**config.mk**
```make
export PLATFORM = sky130hd
export DESIGN_NAME = fpu_wb_sched
export DESIGN_NICKNAME = d
export VERILOG_FILES = /design/src/rtl/fpu_pkg.sv /design/src/rtl/fpu_hazard_cmp.sv /design/src/rtl/fpu_wb_sched.sv
export SDC_FILE = /design/constraint.sdc
export NUM_CORES = 1
export LEC_CHECK = 0
export ABC_AREA = 1
export CAP_MARGIN = 10
export CORE_MARGIN = 2
export CORE_UTILIZATION = 40
export CTS_CLUSTER_SIZE = 28
export DETAILED_ROUTE_END_ITERATION = 8
export DONT_BUFFER_PORTS = 1
export HOLD_SLACK_MARGIN = 0.03
export PLACE_DENSITY = 0.51
export SLEW_MARGIN = 30
export SYNTH_ARGS = -nofsm -noshare
export SYNTH_HDL_FRONTEND = slang
export SYNTH_SLANG_ARGS = --single-unit
```
**constraint.sdc**
```tcl
create_clock -name clk -period 4 [get_ports clk]
set_input_delay 1.2 -clock clk [delete_from_list [all_inputs] [get_ports clk]]
set_output_delay 1.2 -clock clk [all_outputs]
set_load 0.01 [all_outputs]
```
**src/rtl/fpu_pkg.sv**
```systemverilog
// fpu_pkg: shared slot type, latency-class constants and default slot count
// for the FP writeback scheduler (fpu_wb_sched) and its hazard comparator.
package fpu_pkg;

  // Default number of writeback slots; the deepest latency is NSLOT-1.
  localparam int NSLOT = 4;

  // Slot rd fields are stored at this fixed width so the struct can live in
  // the package; register indices narrower than this are zero-extended.
  localparam int RW_MAX = 8;

  // Latency classes as presented on the lat input.
  typedef enum logic [1:0] {
    LAT_LOAD = 2'd0,
    LAT_ADSB = 2'd1,
    LAT_MULT = 2'd2,
    LAT_RSVD = 2'd3
  } lat_e;

  // One pending writeback: valid flag plus destination register.
  typedef struct packed {
    logic              v;
    logic [RW_MAX-1:0] rd;
  } slot_t;

endpackage

```
**src/rtl/fpu_hazard_cmp.sv**
```systemverilog
// fpu_hazard_cmp: compares one register index against every writeback slot
// and returns a per-slot match vector (only valid slots can match).
module fpu_hazard_cmp import fpu_pkg::*; #(
  parameter int NSLOT = fpu_pkg::NSLOT,
  parameter int RW    = 5
) (
  input  logic [RW-1:0]           idx_i,
  input  slot_t [NSLOT-1:0]       slots_i,
  output logic  [NSLOT-1:0]       match_o
);

  // A slot matches when it holds a live writeback to the same register.
  always_comb begin
    match_o = '0;
    for (int k = 0; k < NSLOT; k++) begin
      match_o[k] = slots_i[k].v && (slots_i[k].rd[RW-1:0] == idx_i);
    end
  end

endmodule

```
**src/rtl/fpu_wb_sched.sv**
```systemverilog
// fpu_wb_sched: FP writeback scheduler. A shift register of slots tracks
// when each accepted op writes back; issue is gated by structural, RAW and
// WAW hazards against those slots.
// Optional build macro FPU_SCHED_FWD_EN: a source matching the slot that is
// writing back this cycle is forwarded instead of stalling.
module fpu_wb_sched import fpu_pkg::*; #(
  parameter int NSLOT = fpu_pkg::NSLOT,
  parameter int RW    = 5
) (
  input  logic            clk,
  input  logic            rst_n,
  input  logic            issue_valid,
  input  logic [RW-1:0]   issue_rd,
  input  logic [RW-1:0]   issue_rs1,
  input  logic [RW-1:0]   issue_rs2,
  input  logic            use_rs1,
  input  logic            use_rs2,
  input  logic            reg_write,
  input  logic [1:0]      lat,
  input  logic            flush,
  output logic            issue_ready,
  output logic            wb_valid,
  output logic [RW-1:0]   wb_rd,
  output logic [2**RW-1:0] busy
);

  slot_t [NSLOT-1:0] p_q, p_d;
  logic  [NSLOT-1:0] rs1Match, rs2Match, rdMatch;
  logic  [NSLOT-1:0] rawMask;
  logic              structHaz, rawHaz, wawHaz, accept;

  fpu_hazard_cmp #(.NSLOT(NSLOT), .RW(RW)) uCmpRs1 (
    .idx_i   (issue_rs1),
    .slots_i (p_q),
    .match_o (rs1Match)
  );

  fpu_hazard_cmp #(.NSLOT(NSLOT), .RW(RW)) uCmpRs2 (
    .idx_i   (issue_rs2),
    .slots_i (p_q),
    .match_o (rs2Match)
  );

  fpu_hazard_cmp #(.NSLOT(NSLOT), .RW(RW)) uCmpRd (
    .idx_i   (issue_rd),
    .slots_i (p_q),
    .match_o (rdMatch)
  );

`ifdef FPU_SCHED_FWD_EN
  assign rawMask = {{(NSLOT-1){1'b1}}, 1'b0};
`else
  assign rawMask = '1;
`endif

  // Structural: the target slot would overwrite a live op shifting into it,
  // or the latency does not fit the slot chain. WAW: an older op to the same
  // register would retire after this one.
  always_comb begin
    structHaz = (int'(lat) >= NSLOT);
    wawHaz    = 1'b0;
    for (int k = 0; k < NSLOT; k++) begin
      if (reg_write && p_q[k].v && (k == int'(lat) + 1)) structHaz = 1'b1;
      if (reg_write && rdMatch[k] && (k >= int'(lat) + 2)) wawHaz = 1'b1;
    end
  end

  assign rawHaz      = (use_rs1 & |(rs1Match & rawMask)) |
                       (use_rs2 & |(rs2Match & rawMask));
  assign issue_ready = ~(structHaz | rawHaz | wawHaz) & ~flush;
  assign accept      = issue_valid & issue_ready;

  // Slots advance one step per cycle; an accepted writer drops into the slot
  // matching its latency, and flush empties the whole chain.
  always_comb begin
    p_d = {slot_t'('0), p_q[NSLOT-1:1]};
    if (flush) begin
      p_d = '0;
    end else if (accept && reg_write) begin
      for (int k = 0; k < NSLOT; k++) begin
        if (k == int'(lat)) p_d[k] = '{v: 1'b1, rd: RW_MAX'(issue_rd)};
      end
    end
  end

  // Slot chain register; reset drops every pending writeback.
  always_ff @(posedge clk or negedge rst_n) begin
    if (!rst_n) p_q <= '0;
    else        p_q <= p_d;
  end

  assign wb_valid = p_q[0].v;
  assign wb_rd    = p_q[0].rd[RW-1:0];

  // Busy scoreboard: one bit per register with any pending writeback.
  always_comb begin
    busy = '0;
    for (int k = 0; k < NSLOT; k++) begin
      if (p_q[k].v) busy[p_q[k].rd[RW-1:0]] = 1'b1;
    end
  end

endmodule

```
==> results.yml, run 1 <==
run_status:
  status: "completed"
synthesis:
  avgSynthCellArea_um2: 5.95
  synth-edff-count: 0
  yosys_warnings: 0
  netlist-cell-type-count: 28
  synth_nets: 540
  ys.flop_type: "dfrtp_1"
  ys_async_sr_fraction: 1.00
  synth_area_um2: 3070
  yosysSeqAreaShare: 0.196
  syn_inst: 516
  ys_ff_latch: 24
sta:
  max_freq_mhz: 287
  fin_tns_setup_ns: 0
  finalSetupViolCount: 0
  rsz0062_at_grt: "false"
  layout_setup_ws_ns: 0.510
  relSlewSlack: 0.665
  period_share: 0.873
  maxSlewViolCount: 0
  hold_viol: 0
  min_period_ns: 3.49
  skew_ns: 0.00580
  worstMarginPinSlew_ns: 0.503
drt:
  wl_per_cell_um: 20.7
  wl_um: 12300
  ant_nets: 0
  drc_errors: 0
  route.vias.total: 3731
  drt-initial-drc-count: 383
  via_per_inst: 6.26
  first_pass_iters: 5
worst_setup_path:
  critPathMaxFanout: 11
  critPathBufInv: 2
  crit_chain: "inv_1 > nand2_1 > o21ai_0 > nor2_1 > nand2_1 > nor2_1 > nand3_1 > inv_1"
  path_depth: 8
  critPathLaunchType: "primary input"
  worstRegToRegCells: 10
  worstSetupPathType: "primary input to primary output"
  cp-end-kind: "primary output"
  r2r_setup_slack_ns: 1.51
  cp_slowest_stage_delay_ns: 0.23
  crit_slowest_cell: "nor2_1"
  critPathTopFamily: "simple AND/OR/NAND/NOR gates"
  arrival_ns: 2.29
  cp_data_required_time_ns: 2.80
cells_and_area:
  layout-drive-gt1-share: 0.0664
  final_cells: 596
  diodes: 0
  area_delta_synth_final_pct: 1.51
  utilization: 0.425
  layout_commonest_cell: "nand2_1"
  final_cell_mix: "nand2_1, nor2_1, nand3_1"
  finalNetCount: 522
grt:
  grt_pass1_wl_um: 18900
  grt_overflow: 0
  first_global_vias: 3481
  grt_max_degree: 29
  antenna_found_initial: 0
  grt_use_total: 0.288
pwr:
  leakagePower_nw: 1.38
  switchingPower_mw: 0.205
  power.density_nw_per_um2: 203
  p_clk_frac: 0.345
  seq_power_share: 0.435
  combPwrFrac: 0.220
  p_int_mw: 0.428
  ir_drop_mv: 0.157
  swShare: 0.324
  power_mw: 0.633
clocking:
  numCtsBuffers: 3
  cts_sinks: 24
  clk_pin_slew_ns: 0.09
  cts-root-buf: "clkbuf_8"
  cts_setup_buffers: 0
  cts_tree: "built"
  insertion_delay_ns: 0.28
  cts_buffer_depth: 2
  ctsHoldBuffers: 0
  ctsResizeCount: 0
  htreeDepth: 1
die:
  initial_utilization: 0.419
  rows: 31
  dieArea_um2: 8390
  chipHeight_um: 91.6
  core_um2: 7330
  dieWidth_um: 91.6
  pin_count: 63
placement:
  dp.cells: 592
  port_buffers: 0
  dp.final_hpwl_um: 8980
  dp_slack_ns: 0.519
  finalWeightedCongestion: 0.957
min_path:
  holdCritPathClass: "primary input to async pin"
flow_run:
  drv_cap: 0
## path summary, 6_finish.rpt
| kind | start | to |
|---|---|---|
| setup / recovery | lat[0] | issue_ready |
| hold / removal | rst_n | p_q[20] |
| setup reg to reg | p_q[31] | p_q[29] |
| hold reg to reg | p_q[20] | p_q[11] |
| max in group asynchronous | rst_n | p_q[35] |
| min in group clk | p_q[20] | p_q[11] |
## Yosys cell counts, types with 2 or more instances
master | count | share of area
nand2_1 | 141 | 0.17
nor2_1 | 85 | 0.10
nand3_1 | 54 | 0.088
inv_1 | 33 | 0.040
o221ai_1 | 32 | 0.091
o22a_1 | 30 | 0.086
dfrtp_1 | 24 | 0.20
inv_2 | 19 | 0.023
o21ai_0 | 17 | 0.028
buf_4 | 14 | 0.034
o21ai_1 | 14 | 0.023
nor3_1 | 13 | 0.021
xor2_1 | 7 | 0.020
nand4_1 | 6 | 0.012
a21oi_1 | 5 | 0.0082
buf_2 | 5 | 0.0082
clkbuf_1 | 5 | 0.0061
buf_6 | 2 | 0.0073
## logic make-up after synthesis
logic type	after synthesis	synth area share
flops	24	0.196
buf+inv	79	0.122
xor+xnor	7	0.0200
simple gates	304	0.414
compound gates	102	0.248
## power groups by stage
stage,clock (mW),combinational (mW),sequential (mW)
floorplan,0,0.123,0.262
global placement,0,0.135,0.280
detailed placement,0,0.136,0.279
CTS,0.220,0.137,0.274
global route,0.232,0.157,0.276
finish,0.218,0.139,0.275
## per-stage QoR
stage          area (um^2)  hold WS [ns]
6_report              3110         0.604
5_1_grt               3110         0.598
4_1_cts               3110         0.608
3_5_place_dp          3040         0.756
3_3_place_gp          3040         0.749
2_1_floorplan         3070         0.611
## metal layers
metal	track usage	share of wire
met3	0.0448	0.11
met5	0	0
met1	0.382	0.40
met2	0.465	0.45
met4	0.116	0.038
## sequential cells by signal, summed over array words and instances (netlist names)
name      cells
p_q          18
wb_rd         5
wb_valid      1
## area by class of cell
type / instances / area, um^2
Fill cell: 801 / 4220
Multi-Input combinational cell: 413 / 2090
Sequential cell: 24 / 601
Inverter: 53 / 201
Tap cell: 99 / 124
Clock buffer: 3 / 41.3
Clock inverter: 1 / 30.0
Timing Repair Buffer: 3 / 22.5
(Power assumes the default switching activity.)
==> inputs of run 2 (changes only) <==
- GPL_ROUTABILITY_DRIVEN: default -> 0
==> run 2 against run 1 <==
Routed wire length grew 0.65%. Clock-buffer cell count is the same. Largest cell class unchanged. Non-clock buffer count down 1. Sequential share of layout area barely moved. Flip-flop and latch count stayed put. Cell count fell by 0.17%. Largest power group unchanged. Die area is the same.
==> results.yml, run 2 (synthesis results as in run 1) <==
run_status:
  status: "completed"
grt:
  grt_max_degree: 29
  grt_overflow: 0
  grt_use_total: 0.291
  grt_pass1_wl_um: 19300
  first_global_vias: 3588
  antenna_found_initial: 0
pwr:
  leakagePower_nw: 1.37
  power.density_nw_per_um2: 204
  ir_drop_mv: 0.172
sta:
  min_period_ns: 3.49
  rsz0062_at_grt: "false"
  worstMarginPinSlew_ns: 0.581
  relSlewSlack: 0.613
  fin_tns_setup_ns: 0
  max_freq_mhz: 286
  maxSlewViolCount: 0
  finalSetupViolCount: 0
  period_share: 0.873
  skew_ns: 0.00344
  hold_viol: 0
flow_run:
  drv_cap: 0
die:
  chipHeight_um: 91.6
  pin_count: 63
  dieArea_um2: 8390
  dieWidth_um: 91.6
  core_um2: 7330
  initial_utilization: 0.419
  rows: 31
cells_and_area:
  largest-register: "p_q"
  stdcell_area_um2: 3110
  final_cell_mix: "nand2_1, nor2_1, nand3_1"
  finalNetCount: 521
  layout-drive-gt1-share: 0.0645
  area_delta_synth_final_pct: 1.26
  utilization: 0.424
  diodes: 0
  layout_commonest_cell: "nand2_1"
  largest_reg_flops: 18
placement:
  port_buffers: 0
  dp.final_hpwl_um: 8970
  place_area_um2: 3040
clocking:
  cts_sinks: 24
  cts-root-buf: "clkbuf_8"
  numCtsBuffers: 3
  insertion_delay_ns: 0.27
  htreeDepth: 1
  cts_tree: "built"
  clk_pin_slew_ns: 0.09
  ctsHoldBuffers: 0
  cts_setup_buffers: 0
  ctsResizeCount: 0
  cts_buffer_depth: 2
worst_setup_path:
  cp_data_required_time_ns: 2.80
  crit_chain: "inv_1 > nand2_1 > o21ai_0 > nor2_1 > nand2_1 > nor2_1 > nand3_1 > inv_1"
  crit_slowest_cell: "nor2_1"
  critPathLaunchType: "primary input"
  cp_slowest_stage_delay_ns: 0.23
  critPathMaxFanout: 11
  arrival_ns: 2.29
  worstSetupPathType: "primary input to primary output"
  cp-end-kind: "primary output"
drt:
  wl_um: 12400
  via_per_inst: 6.30
  wl_per_cell_um: 20.9
  drc_errors: 0
  drt-initial-drc-count: 342
  ant_nets: 0
  first_pass_iters: 6
  route.vias.total: 3749
min_path:
  holdCritPathClass: "primary input to async pin"
run 2: cell types whose count changed in the layout (fill, tap and decap cells not counted):
cell | before | now
buf_4 | 3 | 2
run 2: critical path, delay by kind of cell:
kind	cells	cell delay, ns
AO/OA/AOI/OAI	1	0.13
AND/OR/NAND/NOR	5	0.81
buffers and inverters	2	0.16
run 2: worst paths after layout:
kind,from,to,slack [ns],cells after the start
worst max register to register,p_q[20],p_q[29],1.44,10
max in group asynchronous,rst_n,p_q[9],3.30,0
min in group clk,p_q[10],wb_rd[1],0.80,4
worst min register to register,p_q[10],wb_rd[1],0.80,4
worst max-delay path,lat[0],issue_ready,0.51,8
worst min-delay path,rst_n,p_q[11],0.61,0
run 2: per-stage QoR:
step	instances	setup WS [ns]	hold slack (ns)	total power, mW
after CTS	595	0.504	0.611	0.632
after global routing	595	0.349	0.600	0.664
after floorplan	516	0.679	0.611	0.385
final	595	0.507	0.612	0.633
after global placement	591	0.520	0.784	0.414
after detailed placement	591	0.502	0.768	0.414
run 2: layout make-up:
type                       count  area (um^2)
fill                         816         4220
inverter                      53          201
timing repair buffer           2         15.0
sequential                    24          601
multi-input combinational    413         2090
clock inverter                 1         30.0
tap                           99          124
clock buffer                   3         41.3
run 2: metal layers:
layer	routed length, um	vias to the layer above	track usage
li1	-	1720	-
met1	5020	1724	0.384
met2	5640	262	0.484
met3	1390	43	0.0456
met4	363	0	0.0934
met5	0	-	0
run 2: power by group:
group          internal (mW)  switching, mW  leakage [nW]
registers              0.250         0.0271         0.330
logic                 0.0436         0.0931          1.00
clock network          0.134         0.0857        0.0357
==> inputs of run 3 (changes only) <==
- RECOVER_POWER: default -> 50
==> run 3 against run 2 <==
Hold slack worse by 0.0024 ns. Non-clock buffer count unchanged. Critical path depth did not move. Cell area decreased by 0.48%. Sequential share of layout area rose by 0.094 points. Fmax is 2.7% higher. Utilization decreased by 0.20 points. Total power barely moved. Clock power about the same. Highest routed layer unchanged.
==> results.yml, run 3 (synthesis results as in run 1) <==
worst_setup_path:
  arrival_ns: 2.20
  r2r_setup_slack_ns: 0.73
  cp-end-kind: "primary output"
  crit_slowest_cell: "nand2_1"
  critPathLaunchType: "primary input"
  crit_chain: "inv_1 > nand2_1 > o21ai_0 > nor2_1 > nand2_1 > nor2_1 > nand3_1 > inv_1"
  cp_data_required_time_ns: 2.80
  critPathMaxFanout: 11
  worstSetupPathType: "primary input to primary output"
  cp_slowest_stage_delay_ns: 0.24
grt:
  grt_use_total: 0.291
  antenna_found_initial: 0
  grt_pass1_wl_um: 19300
  grt_max_degree: 29
  grt_overflow: 0
  first_global_vias: 3588
drt:
  drt-initial-drc-count: 355
  wl_um: 12500
  drc_errors: 0
  route.vias.total: 3745
  wl_per_cell_um: 21.0
  first_pass_iters: 5
  via_per_inst: 6.29
  ant_nets: 0
die:
  dieWidth_um: 91.6
  initial_utilization: 0.419
  dieArea_um2: 8390
  core_um2: 7330
  pin_count: 63
  rows: 31
  chipHeight_um: 91.6
sta:
  max_freq_mhz: 294
  hold_viol: 0
  min_period_ns: 3.40
  fin_tns_setup_ns: 0
  skew_ns: 0.00210
  worstMarginPinSlew_ns: 1.20
  relSlewSlack: 0.200
  period_share: 0.851
  rsz0062_at_grt: "false"
  finalSetupViolCount: 0
  maxSlewViolCount: 0
min_path:
  holdCritPathClass: "primary input to async pin"
cells_and_area:
  area_delta_synth_final_pct: 0.775
  diodes: 0
  final_cells: 595
  finalNetCount: 521
  nFillCells: 817
  final_cell_mix: "nand2_1, nor2_1, nand3_1"
  layout_commonest_cell: "nand2_1"
  largest-register: "p_q"
  largest_reg_flops: 18
  layout-drive-gt1-share: 0.0625
clocking:
  clk_pin_slew_ns: 0.10
  ctsResizeCount: 0
  cts_tree: "built"
  insertion_delay_ns: 0.27
  htreeDepth: 1
  cts_setup_buffers: 0
  cts-root-buf: "clkbuf_8"
  numCtsBuffers: 3
  cts_sinks: 24
  cts_buffer_depth: 2
  ctsHoldBuffers: 0
pwr:
  power.density_nw_per_um2: 205
  ir_drop_mv: 0.173
  leakagePower_nw: 1.37
  power_mw: 0.633
placement:
  dp.final_hpwl_um: 8970
  dp.cells: 591
  port_buffers: 0
run_status:
  status: "completed"
flow_run:
  drv_cap: 0
-- run 3: cell counts in the layout (fill, tap and decap cells not counted) --
No cell type changed its count.
-- run 3: through the flow --
| step | setup slack [ns] | utilization | area (um^2) | hold slack [ns] |
|---|---|---|---|---|
| 3_3_place_gp | 0.520 | 0.414 | 3040 | 0.784 |
| 2_1_floorplan | 0.679 | - | 3070 | 0.611 |
| 6_report | 0.597 | 0.422 | 3090 | 0.610 |
| 3_5_place_dp | 0.502 | 0.414 | 3040 | 0.768 |
| 5_1_grt | 0.257 | 0.422 | 3090 | 0.600 |
| 4_1_cts | 0.504 | 0.424 | 3110 | 0.611 |
-- run 3: routing by layer --
metal  part of all wire  GRT usage  vias to the layer above
met3               0.12     0.0456                       37
li1                   -          -                     1718
met2               0.46      0.484                      252
met1               0.40      0.384                     1738
met4              0.022     0.0934                        0
met5                  0          0                        -
-- run 3: cell type report --
cell class              count  area [um^2]  area share
clock inverters             1         30.0     0.00971
inverters                  53          201      0.0652
well taps                  99          124      0.0401
clock buffers               3         41.3      0.0134
repair buffers              2         15.0     0.00486
multi-input cells         413         2080       0.673
flip-flops and latches     24          601       0.194
-- run 3: worst paths after layout --
check | end | cells past startpoint | startpoint
worst max register to register | p_q[29] | 10 | p_q[22]
worst min-delay path | p_q[11] | 0 | rst_n
worst max-delay path | issue_ready | 8 | lat[1]
worst min register to register | wb_rd[1] | 4 | p_q[10]
max in group asynchronous | wb_rd[0] | 0 | rst_n
min in group clk | wb_rd[1] | 4 | p_q[10]
-- run 3: where the power goes --
group	total, mW	switching, mW	leakage, nW	internal (mW)
sequential	0.277	0.0270	0.330	0.250
clock	0.220	0.0864	0.0357	0.134
combinational	0.136	0.0924	1.00	0.0438
total	0.633	0.206	1.37	0.428
-- run 3: worst max-delay path: cells and delay by family --
| kind | cells | cell delay (ns) |
|---|---|---|
| buffers and inverters | 2 | 0.17 |
| AOI/OAI and AO/OA | 1 | 0.12 |
| and+or+nand+nor | 5 | 0.72 |
==> edit: new RTL, flow settings as in run 2 <==
Build with the macro `FPU_SCHED_FWD_EN` defined.
--- a/src/rtl/fpu_wb_sched.sv
+++ b/src/rtl/fpu_wb_sched.sv
@@ -3,6 +3,8 @@
 // WAW hazards against those slots.
 // Optional build macro FPU_SCHED_FWD_EN: a source matching the slot that is
 // writing back this cycle is forwarded instead of stalling.
+`define FPU_SCHED_FWD_EN
+
 module fpu_wb_sched import fpu_pkg::*; #(
   parameter int NSLOT = fpu_pkg::NSLOT,
   parameter int RW    = 5
Function: changed (Yosys sat finds a counterexample within 4 cycles, from zero or initial values and one cycle with rst_n low).
==> edit against run 2 <==
Clock power is 25% lower. Area after synthesis fell by 4.9%. Sequential cell count unchanged. Total power fell by 11%. First-iteration DRC count shrank 11%. Die area shrank 4.7%. Core utilization decreased by 0.18 points. Routed wire length decreased by 3.7%. Final area down 2.5%. Setup slack better by 120 ps. Via count fell by 1.9%. Sequential power fell by 1%. Critical endpoint unchanged. Largest power group unchanged. Highest routed layer unchanged.
==> edit: results (changes against run 2) <==
* Global-route wire length before repair at 17.8 mm (-7.6%)
* Cells after synthesis at 521 (+0.97%)
* Main area contributors after synthesis: dfrtp_1 21%, nand2_1 18%, nor2_1 13%
* Top FF cell, synth: dfrtp_1
* WP data arrival at 2180 ps (-110 ps)
* Vias in the first global route at 3315 (-7.6%)
* Status: finished clean
* Proportion of layout cells with a drive suffix above 1 at 6.65% (+0.20 points)
* Maximum vdd drop at 0.117 mV (-32%)
* R2r startpoint: p_q[29]$_DFF_PN0_
* Relative slew slack at 61.2% (-0.10 points)
* Post-Syn Nets at 545 (+0.93%)
* Routed wire per std cell at 19.6 um (-6.1%)
* Pre-antenna DRT Iters at 5 (-1)
* CP Max Fanout at 12 (+1)
* Largest net degree at the start of global routing at 28 (-3.4%)
* Static Leak at 1.40 nW (+2.0%)
* Total Routing Usage GR at 29.5% (+0.45 points)
* Worst r2r dst: p_q[17]$_DFF_PN0_
* Clk_skew at 1.07 ps (-2.37 ps)
* Fin nets at 536 (+2.9%)
* HPWL Detailed at 8.66 mm (-3.4%)
* Seq/Total Area, Yosys at 20.6% (+1.0 points)
* Pre-CTS setup slack at 616 ps (+114 ps)
* Number of vias per cell at 6.03 (-4.4%)
## edit: changes by cell type in the layout (fill, tap and decap cells not counted), moves of 4 or more
| cell | change |
|---|---|
| a21oi_1 | +17 |
| buf_4 | +4 |
| nor2_1 | +16 |
| nor3_1 | +7 |
| o21ai_1 | -12 |
| nand3_1 | -15 |
| o21ai_0 | +7 |
| inv_1 | +15 |
| o221ai_1 | -5 |
| o22a_1 | -26 |
| o211ai_1 | +4 |
## edit: worst max path at each step
stage                       from           to  slack (ps)
finish                    lat[1]  issue_ready         620
global route              lat[1]  issue_ready         540
CTS                       lat[1]  issue_ready         610
detailed placement        lat[1]  issue_ready         620
global placement    issue_rs1[0]  issue_ready         640
floorplan                 lat[1]  issue_ready         840
## edit: kinds of logic (layout without fill, tap and decap cells)
| logic type | Yosys count | count (layout) | share of synthesized area, % |
|---|---|---|---|
| DFF | 24 | 24 | 20.6 |
| xor gates and xnor gates | 5 | 5 | 1.50 |
| buffers and inverters | 88 | 78 | 12.6 |
| and+or+nand+nor | 312 | 312 | 44.3 |
| AOI/OAI and AO/OA | 92 | 92 | 20.9 |
## edit: per-layer routing
| layer | GRT usage [%] | up-vias | share of wire (%) |
|---|---|---|---|
| li1 | - | 1707 | - |
| met1 | 40.0 | 1684 | 41 |
| met2 | 47.6 | 251 | 44 |
| met3 | 5.08 | 34 | 12 |
| met4 | 9.91 | 0 | 2.7 |
| met5 | 0 | - | 0 |
## edit: report_power, final
group | internal (mW) | switching, mW | total (mW)
Combinational | 0.0381 | 0.0852 | 0.123
Sequential | 0.250 | 0.0232 | 0.273
Clock | 0.0878 | 0.0773 | 0.165
Total | 0.376 | 0.186 | 0.562
## edit: critical path, stage by stage
cell and delay [ps]:
inv_2 70, nor2_1 40, buf_4 160, inv_2 50, o21ai_1 50, nor2_1 150, inv_2 50, nor2_2 160
nand3_1 140, inv_1 120
## edit: area by class of cell
cell class / instances / area [um^2]
Clock buffer: 4 / 55.1
Timing Repair Buffer: 6 / 45.0
Fill cell: 803 / 4150
Sequential cell: 24 / 601
Inverter: 68 / 255
Tap cell: 99 / 124
Multi-Input combinational cell: 409 / 1950
## edit: metrics by stage
| step | total power [mW] | hold WS, ps |
|---|---|---|
| finish | 0.562 | 620 |
| global route | 0.590 | 600 |
| CTS | 0.560 | 617 |
| detailed placement | 0.397 | 754 |
| global placement | 0.397 | 753 |
| floorplan | 0.366 | 604 |
